**src/rtl/shift_deser.sv**
```systemverilog
// Serial-to-parallel receiver: start-bit framed, LSB-first word delivered on a valid/ready port.
// Optional even-parity bit after the data bits when SHIFT_DESER_PARITY_EN is defined.
module shift_deser #(
    parameter int WIDTH = 32,
    parameter int CNT_W = 16
) (
    input  logic             clk,
    input  logic             clr,
    input  logic             shift_in,
    output logic [WIDTH-1:0] out_data,
    output logic             out_valid,
    input  logic             out_ready,
    output logic             overflow,
    output logic             parity_err,
    output logic [CNT_W-1:0] frame_cnt
);

    localparam int BW = (WIDTH > 1) ? $clog2(WIDTH) : 1;
    localparam logic [BW-1:0] LAST = BW'(WIDTH - 1);

    localparam logic [1:0] S_IDLE = 2'd0;
    localparam logic [1:0] S_DATA = 2'd1;
`ifdef SHIFT_DESER_PARITY_EN
    localparam logic [1:0] S_PAR  = 2'd2;
`endif

    logic [1:0]       state;
    logic [BW-1:0]    cnt;
    logic [WIDTH-1:0] asm_q;
    logic [WIDTH-1:0] asm_next;
    logic [WIDTH-1:0] word;
    logic             done;
`ifdef SHIFT_DESER_PARITY_EN
    logic             bad;
`endif

    // Completion is decided on the edge that samples the last bit, so the
    // delivered word includes the bit arriving on that same edge.
    always_comb begin
        asm_next      = asm_q;
        asm_next[cnt] = shift_in;
        word          = asm_next;
        done          = 1'b0;
`ifdef SHIFT_DESER_PARITY_EN
        bad           = 1'b0;
        if (state == S_PAR) begin
            done = 1'b1;
            word = asm_q;
            bad  = (^asm_q) ^ shift_in;
        end
`else
        if (state == S_DATA && cnt == LAST) begin
            done = 1'b1;
        end
`endif
    end

    always_ff @(posedge clk) begin
        if (clr) begin
            state     <= S_IDLE;
            cnt       <= '0;
            asm_q     <= '0;
            out_data  <= '0;
            out_valid <= 1'b0;
            overflow  <= 1'b0;
            frame_cnt <= '0;
        end else begin
            case (state)
                S_IDLE: begin
                    if (shift_in) begin
                        state <= S_DATA;
                        cnt   <= '0;
                    end
                end
                S_DATA: begin
                    asm_q <= asm_next;
                    cnt   <= cnt + BW'(1);
                    if (cnt == LAST) begin
`ifdef SHIFT_DESER_PARITY_EN
                        state <= S_PAR;
`else
                        state <= S_IDLE;
`endif
                    end
                end
`ifdef SHIFT_DESER_PARITY_EN
                S_PAR: state <= S_IDLE;
`endif
                default: state <= S_IDLE;
            endcase

            if (done) begin
                if (!out_valid || out_ready) begin
                    out_data  <= word;
                    out_valid <= 1'b1;
                    frame_cnt <= frame_cnt + CNT_W'(1);
                end else begin
                    overflow <= 1'b1;
                end
            end else if (out_valid && out_ready) begin
                out_valid <= 1'b0;
            end
        end
    end

`ifdef SHIFT_DESER_PARITY_EN
    always_ff @(posedge clk) begin
        if (clr) begin
            parity_err <= 1'b0;
        end else if (done && bad) begin
            parity_err <= 1'b1;
        end
    end
`else
    assign parity_err = 1'b0;
`endif

endmodule

```
**config.mk**
```make
export PLATFORM = sky130hd
export DESIGN_NAME = shift_deser
export DESIGN_NICKNAME = d
export VERILOG_FILES = /design/src/rtl/shift_deser.sv
export SDC_FILE = /design/constraint.sdc
export NUM_CORES = 1
export LEC_CHECK = 0
export CELL_PAD_IN_SITES_DETAIL_PLACEMENT = 2
export CELL_PAD_IN_SITES_GLOBAL_PLACEMENT = 2
export CORE_MARGIN = 1.5
export CORE_UTILIZATION = 34
export CTS_CLUSTER_DIAMETER = 120
export DETAILED_ROUTE_END_ITERATION = 8
export PLACE_DENSITY_LB_ADDON = 0.1
export SLEW_MARGIN = 10
export SYNTH_ARGS = -nofsm -noshare
export SYNTH_HDL_FRONTEND = slang
export SYNTH_SLANG_ARGS = --single-unit
```
**constraint.sdc**
```tcl
create_clock -name clk -period 4.62 [get_ports clk]
set_clock_uncertainty 0.05 [all_clocks]
set_input_delay 0.462 -clock clk [delete_from_list [all_inputs] [get_ports clk]]
set_output_delay 0.462 -clock clk [all_outputs]
set_load 0.005 [all_outputs]
```
==> summary.txt <==
most used cell, CP -> ha_1
Die ar. -> 12600 um^2
Power Dens Cells -> 326 nW/um^2
Cell Area, Placed -> 4590 um^2
initial core utilization -> 35.1%
sequential element share of the synthesized area -> 43.5%
max_cap viols -> 0
Yosys top cell area share -> 43.5%
Pleak -> 1.55 nW
Routed Antenna Nets -> 0
post-CTS sizing -> 0
I/O pins -> 55
Req. time, crit path -> 4.83 ns
buffer depth of the longest clock path -> 2
Startpoint Class -> flip-flop
CTS H-tree depth -> 3
antenna violations before repair -> 0
Max Slew Vio Count -> 0
Synthesized Nets -> 525
Synth-to-Final Area Change -> 21.3%
vias -> 3793
Final nets -> 543
Std-Cell Rows -> 39
status -> complete, but fails checks
CP max stage delay -> 0.69 ns
crit path buf inv count -> 0
CP Launch Point -> cnt[0]$_SDFFE_PP0P_
crit path max fanout -> 19
final hold violation count -> 0
top cell type by total area after synthesis -> dfxtp_1
crit path cell chain -> ha_1 -> and3_1 -> ha_1 -> nand2_1 -> or3_1 -> or4_1 -> a21oi_1
Initial DRC Count -> 139
Syn Inst Count -> 515
vias in the first global route -> 4058
synth top area cells -> dfxtp_1, nand3_1, nand2_1
die height -> 112 um
drt pass-1 iters -> 6
Mapped Avg Cell Area -> 7.86 um^2
layout cells sized above 1 -> 5.20%
routed wire length -> 12900 um
Max Freq -> 331 MHz
crit path kind -> reg -> reg
Yosys warnings -> 0
clock transition at the registers of the reported paths -> 0.06 ns
Tcrit/Tclk final -> 65.5%
library cells used by synthesis -> 35
grt total ovfl -> 0
FILL cells -> 1322
Slowest-stage cell, CP -> ha_1
RR Startpoint -> cnt[0]$_SDFFE_PP0P_
Slew HR -> 23.9%
DP HPWL -> 8050 um
pin count of the biggest net entering global routing -> 67
setup TNS -> 0 ns
count leader, synth -> dfxtp_1
worst slew pin tran -> 1.14 ns
Hold Path Class -> reg -> reg
Vias/cell -> 5.57
clk_lat worst skew -> 0.34 ns
RSZ-0062 raised after global routing -> false
Cell Area, Synth -> 4050 um^2
crit path time final -> 3.02 ns
core area -> 11500 um^2
# port buffers -> 53
global placement routability congestion -> 0.738
antenna cell count -> 0
FF+latch count, synth -> 88
Primary FF master, synth -> dfxtp_1
CTS tree -> done
startpoint of the worst hold path -> asm_q[23]$_SDFFE_PP0P_
clk root buf -> clkbuf_16
Max rail drop VDD -> 0.000185 V
Crit. End Element -> flip-flop
total CTS buffers -> 9
GRT Overall Usage -> 21.6%
Avg WL per Cell -> 18.9 um
Post-CTS Setup Bufs -> 0
global-route wire length before repair -> 21200 um
final setup vio count -> 0
failing checks -> design-rule violations
Post-synth EDFFs -> 0
Die Wd -> 112 um
Finished Cell Area -> 4910 um^2
cts hold-fix bufs -> 0
Post-synth ARST share -> 0%
CTS sink count -> 88
Top delay family on crit path -> simple AND/OR/NAND/NOR gates
most frequent cells after synthesis -> dfxtp_1, nand2_1, nand3_1, nor2_1, a21oi_1
DRC -> 5
critical path arrival -> 3.24 ns
-- state kept, by name, indices dropped and copies added, names as in the netlist --
register   cells
cnt            5
frame_cnt     16
overflow       1
out_data      32
out_valid      1
asm_q         32
state          1
-- path summary, 6_finish.rpt --
check                                to  slack (ns)  cells after the start
max          frame_cnt[14]$_SDFFE_PP0P_        1.60                      7
min           out_data[23]$_SDFFE_PP0P_        0.43                      2
max reg2reg  frame_cnt[14]$_SDFFE_PP0P_        1.60                      7
min reg2reg   out_data[23]$_SDFFE_PP0P_        0.43                      2
-- per-stage QoR --
step                total power, mW  std cells  setup WS, ns  hold slack, ns  util, %
CTS                            1.62        681          1.59           0.435     42.6
global placement              0.838        665          1.75           0.406     39.8
floorplan                     0.820        515          1.93           0.401        -
global route                   1.65        681          1.33           0.454     42.6
detailed placement            0.840        665          1.65           0.423     39.8
finish                         1.60        681          1.60           0.428     42.6
-- report_power, final --
| group | switching (mW) | leakage (nW) | internal [mW] |
|---|---|---|---|
| clock | 0.301 | 0.159 | 0.478 |
| combinational | 0.0476 | 0.677 | 0.00969 |
| sequential | 0.00464 | 0.709 | 0.761 |
-- routing by layer --
layer | track usage, % | vias to the layer above | part of all wire [%]
met5 | 0 | - | 0
met4 | 5.32 | 0 | 1.3
met3 | 5.29 | 13 | 2.7
met2 | 37.8 | 46 | 50
met1 | 26.9 | 1893 | 46
li1 | - | 1841 | -
-- cells by family (layout without fill, tap and decap cells) --
group / after synthesis / count (layout) / share of synthesized area (%)
buffers and inverters: 54 / 77 / 5.38
xor gates and xnor gates: 10 / 10 / 2.16
muxes: 13 / 13 / 3.22
other: 1 / 1 / 0.0927
adders and majority gates: 6 / 6 / 1.86
and+or+nand+nor: 242 / 242 / 28.2
AOI/OAI and AO/OA: 101 / 101 / 15.6
DFF: 88 / 88 / 43.5
-- placed cells by master (no fill, tap or decap) --
cell type	instances
dfxtp_1	88
nand2_1	78
nand3_1	59
nor2_1	57
clkdlybuf4s50_1	51
a21oi_1	38
a311oi_1	28
o21ai_0	27
mux2i_1	13
clkbuf_16	9
xnor2_1	6
nand4_1	6
ha_1	6
buf_4	6
nor3b_1	5
nor3_1	5
and2_1	5
or3_1	5
xor2_1	4
a211oi_1	4
o31ai_1	4
or4_1	4
clkbuf_8	4
and3b_1	3
nand3b_1	3
nor4_1	3
inv_1	2
and3_1	2
buf_2	2
nor2b_4	1
nor2_4	1
nor3b_2	1
nand2b_1	1
and4_2	1
and4_1	1
nand3_2	1
conb_1	1
bufinv_16	1
clkinv_2	1
clkbuf_1	1
-- worst min-delay path, stage by stage, from the launching register on --
cell,delay [ns]
dfxtp_1,0.30
nand2_1,0.05
a311oi_1,0.07
-- cell type report --
class / count / area [um^2] / area share [%]
inverter: 2 / 7.51 / 0.153
tap: 143 / 179 / 3.65
sequential: 88 / 1760 / 35.9
clock buffer: 14 / 284 / 5.79
timing repair buffer: 59 / 566 / 11.5
multi-input combinational: 373 / 2070 / 42.3
clock inverter: 2 / 35.0 / 0.714
Power figures use the tool's default switching activity.
